--- src/rtl/sram_uploader_pkg.sv ---
// sram_uploader_pkg: upload FSM encoding and shared constants for the
// SRAM upload path.
package sram_uploader_pkg;

    typedef enum logic [1:0] {
        IDLE,
        SETUP,
        SAMPLE,
        VALID
    } upl_state_t;

    localparam logic [7:0] FF_FILL = 8'hFF;

    // Width of the address-hold counter (WAIT is limited to 1..7)
    localparam int unsigned CNT_W = 3;

    // True when an upload index is outside the SRAM-backed window
    function automatic logic beyond_size(input logic [31:0] index, input int unsigned size);
        return index >= size;
    endfunction

endpackage

--- src/rtl/sram_uploader_if.sv ---
// sram_uploader_if: video, data_io upload and SRAM signals of the uploader.
// master = environment side, slave = sram_uploader.
interface sram_uploader_if #(
    parameter int unsigned AW = 21
);
    logic          ce;
    logic [AW-1:0] vidA;
    logic [7:0]    vidQ;
    logic          ioctlU;
    logic          ioctlR;
    logic [24:0]   ioctlA;
    logic [7:0]    ioctlD;
    logic          ioctlV;
    logic [AW-1:0] sramA;
    logic          sramOe;
    logic [7:0]    sramQ;
    logic [7:0]    csum;

    modport master (
        output ce, vidA, ioctlU, ioctlR, ioctlA, sramQ,
        input  vidQ, ioctlD, ioctlV, sramA, sramOe, csum
    );

    modport slave (
        input  ce, vidA, ioctlU, ioctlR, ioctlA, sramQ,
        output vidQ, ioctlD, ioctlV, sramA, sramOe, csum
    );
endinterface

--- src/rtl/sram_uploader_slot_mux.sv ---
// sram_slot_mux: gives the SRAM address to video during ce slots and to the
// upload path otherwise; captures video data WAIT cycles after each slot.
module sram_slot_mux
    import sram_uploader_pkg::*;
#(
    parameter int unsigned AW   = 21,
    parameter int unsigned WAIT = 1
) (
    input  logic          clock,
    input  logic          reset,
    input  logic          ce,
    input  logic [AW-1:0] vid_a,
    input  logic [AW-1:0] upl_a,
    input  logic [7:0]    sram_q,
    output logic [AW-1:0] sram_a,
    output logic [7:0]    vid_q,
    output logic          free
);

    logic [WAIT-1:0] slot_pipe;

    // Video always owns the SRAM during its slot; other cycles belong to upload
    always_comb begin
        sram_a = ce ? vid_a : upl_a;
        free   = ~ce;
    end

    // Delay each slot marker WAIT cycles, then latch the video byte
    always_ff @(posedge clock) begin
        if (reset) begin
            slot_pipe <= '0;
            vid_q     <= '0;
        end else begin
            slot_pipe <= (slot_pipe << 1) | WAIT'(ce);
            if (slot_pipe[WAIT-1]) begin
                vid_q <= sram_q;
            end
        end
    end

endmodule

--- src/rtl/sram_uploader.sv ---
// sram_uploader: returns SRAM contents to the host over the data_io upload
// channel, reading only in cycles not taken by the video slot.
// Optional: define SRAM_UPLOADER_CSUM_EN for the running checksum on csum.
module sram_uploader
    import sram_uploader_pkg::*;
#(
    parameter int unsigned AW   = 21,
    parameter int unsigned BASE = 0,
    parameter int unsigned SIZE = 32768,
    parameter int unsigned WAIT = 1
) (
    input logic            clock,
    input logic            reset,
    sram_uploader_if.slave bus
);

    localparam logic [AW-1:0]    BASE_A   = AW'(BASE);
    localparam logic [CNT_W-1:0] CNT_LAST = CNT_W'(WAIT - 1);

    upl_state_t       state;
    logic [AW-1:0]    idx;
    logic [AW-1:0]    upl_a;
    logic [CNT_W-1:0] cnt;
    logic             u_q;
    logic             free;
    logic             past_end;
    logic             start;
    logic             consume;
    logic [7:0]       io_d;
    logic             io_v;
    logic             unused_ok;

    sram_slot_mux #(
        .AW   (AW),
        .WAIT (WAIT)
    ) u_slot_mux (
        .clock  (clock),
        .reset  (reset),
        .ce     (bus.ce),
        .vid_a  (bus.vidA),
        .upl_a  (upl_a),
        .sram_q (bus.sramQ),
        .sram_a (bus.sramA),
        .vid_q  (bus.vidQ),
        .free   (free)
    );

    // Upload start/consume events and the address the upload path wants
    always_comb begin
        past_end = beyond_size(32'(idx), SIZE);
        start    = bus.ioctlU & ~u_q & (state == IDLE);
        consume  = bus.ioctlU & bus.ioctlR & (state == VALID);
        upl_a    = '0;
        if ((state == SETUP && !past_end) || state == SAMPLE) begin
            upl_a = BASE_A + idx;
        end
    end

    // Upload FSM: hold the address WAIT free cycles, sample, present to host
    always_ff @(posedge clock) begin
        if (reset) begin
            state <= IDLE;
            idx   <= '0;
            cnt   <= '0;
            u_q   <= 1'b1;  // a fresh ioctlU rise is needed after reset
            io_d  <= FF_FILL;
            io_v  <= 1'b0;
        end else begin
            u_q <= bus.ioctlU;
            if (!bus.ioctlU) begin
                state <= IDLE;
                io_v  <= 1'b0;
            end else begin
                case (state)
                    IDLE: begin
                        io_v <= 1'b0;
                        if (start) begin
                            idx   <= bus.ioctlA[AW-1:0];
                            cnt   <= '0;
                            state <= SETUP;
                        end
                    end
                    SETUP: begin
                        if (past_end) begin
                            io_d  <= FF_FILL;
                            io_v  <= 1'b1;
                            state <= VALID;
                        end else if (!free) begin
                            cnt <= '0;
                        end else if (cnt == CNT_LAST) begin
                            cnt   <= '0;
                            state <= SAMPLE;
                        end else begin
                            cnt <= cnt + 1'b1;
                        end
                    end
                    SAMPLE: begin
                        if (free) begin
                            io_d  <= bus.sramQ;
                            io_v  <= 1'b1;
                            state <= VALID;
                        end else begin
                            cnt   <= '0;
                            state <= SETUP;
                        end
                    end
                    VALID: begin
                        if (consume) begin
                            io_v  <= 1'b0;
                            idx   <= idx + 1'b1;
                            cnt   <= '0;
                            state <= SETUP;
                        end
                    end
                    default: state <= IDLE;
                endcase
            end
        end
    end

`ifdef SRAM_UPLOADER_CSUM_EN
    logic [7:0] sum;

    // Running sum of consumed bytes, restarted with each upload
    always_ff @(posedge clock) begin
        if (reset || start) begin
            sum <= '0;
        end else if (consume) begin
            sum <= sum + io_d;
        end
    end

    assign bus.csum = sum;
`else
    assign bus.csum = '0;
`endif

    assign bus.ioctlD = io_d;
    assign bus.ioctlV = io_v;
    assign bus.sramOe = 1'b0;
    assign unused_ok  = &{1'b0, bus.ioctlA};

endmodule

--- src/flat_wrapper.sv ---
// flat-port wrapper written by rule: the top's interface ports become plain ports
module sram_uploader_flat import sram_uploader_pkg::*;
#(
    parameter int unsigned AW   = 21,
    parameter int unsigned BASE = 0,
    parameter int unsigned SIZE = 32768,
    parameter int unsigned WAIT = 1
)
  (clock, reset, bus_ce, bus_vidA, bus_ioctlU, bus_ioctlR, bus_ioctlA, bus_sramQ, bus_vidQ, bus_ioctlD, bus_ioctlV, bus_sramA, bus_sramOe, bus_csum);
  sram_uploader_if #(.AW(AW)) bus_i ();
  input logic clock;
  input logic reset;
  input wire logic [$bits(bus_i.ce)-1:0] bus_ce;
  input wire logic [$bits(bus_i.vidA)-1:0] bus_vidA;
  input wire logic [$bits(bus_i.ioctlU)-1:0] bus_ioctlU;
  input wire logic [$bits(bus_i.ioctlR)-1:0] bus_ioctlR;
  input wire logic [$bits(bus_i.ioctlA)-1:0] bus_ioctlA;
  input wire logic [$bits(bus_i.sramQ)-1:0] bus_sramQ;
  output wire logic [$bits(bus_i.vidQ)-1:0] bus_vidQ;
  output wire logic [$bits(bus_i.ioctlD)-1:0] bus_ioctlD;
  output wire logic [$bits(bus_i.ioctlV)-1:0] bus_ioctlV;
  output wire logic [$bits(bus_i.sramA)-1:0] bus_sramA;
  output wire logic [$bits(bus_i.sramOe)-1:0] bus_sramOe;
  output wire logic [$bits(bus_i.csum)-1:0] bus_csum;
  assign bus_i.ce = bus_ce;
  assign bus_i.vidA = bus_vidA;
  assign bus_i.ioctlU = bus_ioctlU;
  assign bus_i.ioctlR = bus_ioctlR;
  assign bus_i.ioctlA = bus_ioctlA;
  assign bus_i.sramQ = bus_sramQ;
  assign bus_vidQ = bus_i.vidQ;
  assign bus_ioctlD = bus_i.ioctlD;
  assign bus_ioctlV = bus_i.ioctlV;
  assign bus_sramA = bus_i.sramA;
  assign bus_sramOe = bus_i.sramOe;
  assign bus_csum = bus_i.csum;
  sram_uploader #(.AW(AW), .BASE(BASE), .SIZE(SIZE), .WAIT(WAIT)) u_core (.clock(clock), .reset(reset), .bus(bus_i));
endmodule
--- config.mk ---
export PLATFORM = sky130hd
export DESIGN_NAME = sram_uploader_flat
export DESIGN_NICKNAME = d
export VERILOG_FILES = /design/src/rtl/sram_uploader_pkg.sv /design/src/rtl/sram_uploader_if.sv /design/src/rtl/sram_uploader_slot_mux.sv /design/src/rtl/sram_uploader.sv /design/src/flat_wrapper.sv
export SDC_FILE = /design/constraint.sdc
export NUM_CORES = 1
export LEC_CHECK = 0
export ABC_AREA = 1
export ABC_CLOCK_PERIOD_IN_PS = 2900
export CAP_MARGIN = 20
export CORE_ASPECT_RATIO = 0.9
export CORE_MARGIN = 2
export CORE_UTILIZATION = 50
export CTS_BUF_LIST = sky130_fd_sc_hd__clkbuf_8
export CTS_CLUSTER_DIAMETER = 120
export DETAILED_ROUTE_END_ITERATION = 6
export PLACE_DENSITY = 0.87
export RECOVER_POWER = 100
export SLEW_MARGIN = 20
export SYNTH_ARGS = -nofsm -noshare
export SYNTH_HDL_FRONTEND = slang
export SYNTH_SLANG_ARGS = --single-unit
--- constraint.sdc ---
create_clock -name clock -period 2.9 [get_ports clock]
set_input_delay 0.58 -clock clock [delete_from_list [all_inputs] [get_ports clock]]
set_output_delay 0.58 -clock clock [all_outputs]
set_load 0.01 [all_outputs]
==> results of run 1 <==
[layout make-up]
cell class,count,area share
timing repair buffer,101,0.240
multi-input combinational,381,0.448
clock inverter,3,0.0116
inverter,45,0.0418
sequential,45,0.220
tap,72,0.0220
clock buffer,5,0.0168
[logic make-up after synthesis]
kind of cell	synth area share
adders and majority gates	0.0319
DFF	0.287
AOI/OAI and AO/OA	0.139
and+or+nand+nor	0.400
buffers and inverters	0.138
xor gates and xnor gates	0.00279
other	0.00119
[flip-flops by register name, indices dropped and copies added (netlist names)]
| register | flops |
|---|---|
| u_core.u_q | 1 |
| u_core.idx | 21 |
| u_core.cnt | 3 |
| u_core.u_slot_mux.vid_q | 8 |
| u_core.u_slot_mux.slot_pipe | 1 |
| u_core.state | 2 |
| u_core.bus.ioctlD | 8 |
| u_core.bus.ioctlV | 1 |
[layout by cell type, fill, tap and decap left out, types with 5 or more instances in the layout]
cell type        count
dlygate4sd3_1       19
inv_1               40
dfxtp_1             45
ha_1                 7
nand2_2              6
buf_4                8
nand2_1            130
a21oi_1             32
nor2_4               6
clkbuf_8             5
conb_1               9
o21ai_0             42
nand3_1             45
clkdlybuf4s50_1     73
nor2_1              75
[power breakdown]
group	leakage, nW	switching (W)	internal, W	total [W]
Clock	0.0591	0.000247	0.000263	0.000510
Combinational	1.26	0.000151	0.000159	0.000310
Sequential	0.367	0.0000245	0.000646	0.000670
Total	1.68	0.000422	0.00107	0.00149
[per-stage QoR]
step / area, um2 / instances / utilization / power (W)
finish: 4100 / 652 / 0.674 / 0.00149
detailed placement: 3990 / 644 / 0.656 / 0.000998
CTS: 4110 / 652 / 0.676 / 0.00150
global placement: 3990 / 644 / 0.656 / 0.000990
global route: 4100 / 652 / 0.674 / 0.00155
floorplan: 3170 / 505 / - / 0.000846
[layer usage]
layer	track usage	vias up	share of wire
met1	0.308	1533	0.43
li1	-	1729	-
met3	0.0634	16	0.094
met4	0.0662	0	0.014
met2	0.414	145	0.46
met5	0	-	0
[path summary, 6_finish.rpt]
path | endpoint | slack, ns | depth (start not counted)
setup / recovery | bus_sramA[0] | 0.16 | 8
hold / removal | u_core.bus.ioctlV | 0.46 | 2
hold reg to reg | u_core.bus.ioctlV | 0.46 | 2
setup reg to reg | u_core.idx[11] | 0.53 | 8
[worst max-delay path: stages, from the launching register on]
cell and delay [ns]:
dfxtp_1 0.40, nor2_1 0.19, nand3_2 0.14, nor2_2 0.15, inv_2 0.10, nand2_8 0.15, nand3_1 0.09, nand2_1 0.08
clkdlybuf4s50_1 0.55
==> run metrics, run 1 <==
status finished, final reports clean; largest net degree at the start of global routing 32; number of flops mapped to enable cells by yosys 0; Std-Cell Rows 27; Die ar. 0.00693 mm2; hpwl dp 6240 um; HP Class flop to flop; antenna-violating nets left 0; min cycle time layout 2.74 ns; Core ar. 0.00608 mm2; Initial Utilization 0.516; worst path arrival time around 2.2 ns; count of unique library cells instantiated by Yosys 35; top-count cell post-synth nand2_1; routed length per instance 13.2 um; register area share after synthesis 0.287; CP max FO 21; Worst Hold Launch u_core.bus.ioctlV; Setup WS pre-CTS 0.251 ns; fillers 563; maximum vdd drop slightly below 0.3 mV; ANT cells 0; layout cells sized above 1 0.0810; gr ovfl total 0; Crit. End Element primary output; startpoint types flop; syn avg cell area around 6.3 um2; DRC errors left 0; Fin. Hold Viols 0; Total Routing Usage GR 0.245; clock skew between 0.01 and 0.015 ns; io pins 106; Cells after Synth 497; fraction of registers with async set or reset after synthesis 0; register clock-pin slew on the reported worst setup and hold paths 0.09 ns; clock latency at the later pin of the worst-skew pair slightly above 0.3 ns; Worst R2R Start u_core.state[0]; #FFs+latches synth 45; max cap viols 0; final setup vio count 0; PortBufs 92; Worst-Margin Slew approximately 1.3 ns; mean number of vias per cell 5.25; fin worst setup slack between 0.15 and 0.2 ns; Ys Warns 0; root buf cell clkbuf_8; post-CTS setup buffers 0; Clock Tree Buf Depth 2; pwr/cell area roughly 360 mW/mm2; # nets final 646; final period utilization 0.944; CTS Hold Buffers Added 0; initial antenna violation count 0; area leader, netlist dfxtp_1; Post-Route WL 8580 um; top_reg_cell synth dfxtp_1; DRT iter0 DRCs about 200; RSZ-0062 raised after global routing no; slew margin rel. 0.135; post-cts resize count 1; CP Launch Point u_core.idx[15]; first-pass GRT wire length 13800 um; Reg area 901 um2; final hold slack 0.458 ns; Synth top area share 0.287; Num Clock Sinks 45; placer congestion estimate 0.925; via count 3423; top achievable clock speed 0.365 GHz; final-report max-slew violation count 0; H-tree depth 2; Setup TNS 0 ns; CTS tree done; CP required 2.32 ns; dominant cells by area after synthesis dfxtp_1, nand2_1, nor2_1; DR pass1 iterations 5; Die W between 80 and 90 um; top post-synthesis cells by count nand2_1, nor2_1, dfxtp_1, nand3_1, inv_1; Setup Crit Path Kind flop to primary output; TritonCTS Buffers 5; number of global-route vias before repair 3117; Area Growth Syn to Fin 30.6%; die height 79.2 um; Static Leak 1.68 nW; area of the multi-input gates 0.00184 mm2; synthesized area 0.00314 mm2
Power figures use the tool's default switching activity.
==> run 2: changes to the inputs <==
--- a/config.mk
+++ b/config.mk
@@ -6,7 +6,7 @@
 export NUM_CORES = 1
 export LEC_CHECK = 0
 export ABC_AREA = 1
-export ABC_CLOCK_PERIOD_IN_PS = 2900
+export ABC_CLOCK_PERIOD_IN_PS = 3400
 export CAP_MARGIN = 20
 export CORE_ASPECT_RATIO = 0.9
 export CORE_MARGIN = 2
@@ -16,7 +16,6 @@
 export DETAILED_ROUTE_END_ITERATION = 6
 export PLACE_DENSITY = 0.87
 export RECOVER_POWER = 100
-export SLEW_MARGIN = 20
 export SYNTH_ARGS = -nofsm -noshare
 export SYNTH_HDL_FRONTEND = slang
 export SYNTH_SLANG_ARGS = --single-unit
==> constraint.sdc (replaced) <==
create_clock -name clock -period 3.4 [get_ports clock]
set_input_delay 0.68 -clock clock [delete_from_list [all_inputs] [get_ports clock]]
set_output_delay 0.68 -clock clock [all_outputs]
set_load 0.02 [all_outputs]
==> run metrics, run 2 (synthesized netlist as in run 1, its figures left out) <==
final setup vio count 0; TritonCTS Buffers 5; Core ar. between 0.006 and 0.007 mm2; min cycle time layout 3.17 ns; reg2reg path depth 9; post-CTS setup buffers 0; H-tree depth 2; Sw Ratio 0.285; final-report max-slew violation count 0; hpwl dp 6290 um; Hold Path Depth 2; mean number of vias per cell 5.37; Worst R2R Start u_core.state[1]; gr ovfl total 0; io pins approximately 110; via count 3482; fin worst setup slack roughly 0.23 ns; CP max FO 21; Setup WS pre-CTS about 0.44 ns; Setup TNS 0 ns; PortBufs 92; # nets final around 640; die height between 70 and 80 um; Worst Hold Endpoint u_core.bus.ioctlV; Worst Hold Launch u_core.bus.ioctlV; combinational power share 0.218; startpoint types flop; Static Leak 1.68 nW; Area Growth Syn to Fin 29.1%; Psw between 0.0003 and 0.0004 W; RSZ-0062 raised after global routing no; Worst-Margin Slew 1.39 ns; initial antenna violation count 0; routed length per instance 13.4 um; sequential share of power 0.445; Die W 87.5 um; Clk network pwr share 0.337; number of global-route vias before repair about 3300; CTS tree done; Largest Register u_core.idx; clock latency at the later pin of the worst-skew pair approximately 0.30 ns; top achievable clock speed between 0.3 and 0.4 GHz; Clock Tree Buf Depth 2; antenna-violating nets left 0; Initial Utilization 0.516; Internal Power ~0.00092 W; uppermost layer routed met4; most common cell after layout, fill and taps aside nand2_1; layout cells sized above 1 0.0745; status finished, final reports clean; final period utilization 0.933; Setup Crit Path Kind flop to primary output; met1 WL 3680 um; DRT iter0 DRCs between 200 and 300; clock skew 0.00678 ns; max cap viols 0; HP Class flop to flop; DR pass1 iterations 5; first-pass GRT wire length 14400 um; Std-Cell Rows 27; DRC errors left 0; post-cts resize count 0; Crit. End Element primary output; slew margin rel. 0.0738; max reg flops 21; CP required 2.72 ns; ANT cells 0; Num Clock Sinks 45; CTS Hold Buffers Added 0; largest net degree at the start of global routing 33; met2 routed WL around 4200 um; WL met3 about 700 um; root buf cell clkbuf_8; placer congestion estimate 0.935; r2r setup slk between 0.5 and 0.6 ns; commonest non-fill, non-tap cells in the layout nand2_1, nor2_1, clkdlybuf4s50_1; Fin. Hold Viols 0; worst path arrival time 2.49 ns; Total Routing Usage GR 0.253; fillers 556; Crit Reg-Reg Endpoint u_core.idx[11]; CP Launch Point u_core.state[0]; register clock-pin slew on the reported worst setup and hold paths 0.09 ns; pwr/cell area 317 mW/mm2; Post-Route WL 8690 um; Die ar. 0.00693 mm2; maximum vdd drop slightly above 0.3 mV
[run 2: cell types whose count changed in the layout (fill, tap and decap cells not counted), sizes merged]
cell / before / now
clkdlybuf4s50: 73 / 63
clkinvlp: 0 / 1
clkbuf: 6 / 7
inv: 47 / 45
buf: 8 / 5
dlygate4sd3: 19 / 29
[run 2: worst max-delay path by stage]
stage               depth (start not counted)  slack (ns)       endpoint
floorplan                                   5        1.22  bus_sramA[11]
global placement                            6        0.47  bus_sramA[11]
detailed placement                          6        0.44  bus_sramA[19]
CTS                                         9        0.29  bus_sramA[19]
global route                                7        0.07   bus_sramA[0]
finish                                      7        0.23   bus_sramA[7]
[run 2: stage by stage]
step	total power, W	instance area [um2]	instances	hold slack, ns	util
2_1_floorplan	0.000746	3170	505	0.465	-
3_3_place_gp	0.000867	3960	641	0.441	0.652
3_5_place_dp	0.000874	3960	641	0.433	0.652
4_1_cts	0.00130	4080	649	0.455	0.672
5_1_grt	0.00134	4050	649	0.496	0.667
6_report	0.00129	4050	649	0.452	0.667
[run 2: layout make-up]
type | instances | area [um2] | area share
Tap cell | 72 | 90.1 | 0.0222
Clock buffer | 6 | 82.6 | 0.0204
Sequential cell | 45 | 901 | 0.222
Timing Repair Buffer | 98 | 962 | 0.237
Inverter | 45 | 171 | 0.0423
Multi-Input combinational cell | 381 | 1810 | 0.446
Clock inverter | 2 | 37.5 | 0.00926
[run 2: per-layer routing]
layer,GRT usage,up-vias
met5,0,-
met4,0.0508,0
met3,0.0603,9
met2,0.446,137
met1,0.312,1612
li1,-,1724
[run 2: power by group through the flow]
stage               Clock [W]  Sequential [W]  Combinational (W)
detailed placement          0        0.000584           0.000290
CTS                  0.000437        0.000573           0.000292
global route         0.000461        0.000576           0.000305
finish               0.000434        0.000573           0.000280
global placement            0        0.000583           0.000283
floorplan                   0        0.000594           0.000152
[run 2: worst max-delay path, stage by stage (launching register included)]
cell and delay [ns]:
dfxtp_1 0.38, inv_1 0.09, ha_1 0.23, inv_1 0.29
nand2_2 0.34, nand3_1 0.16, nand2_1 0.05, dlygate4sd3_1 0.65
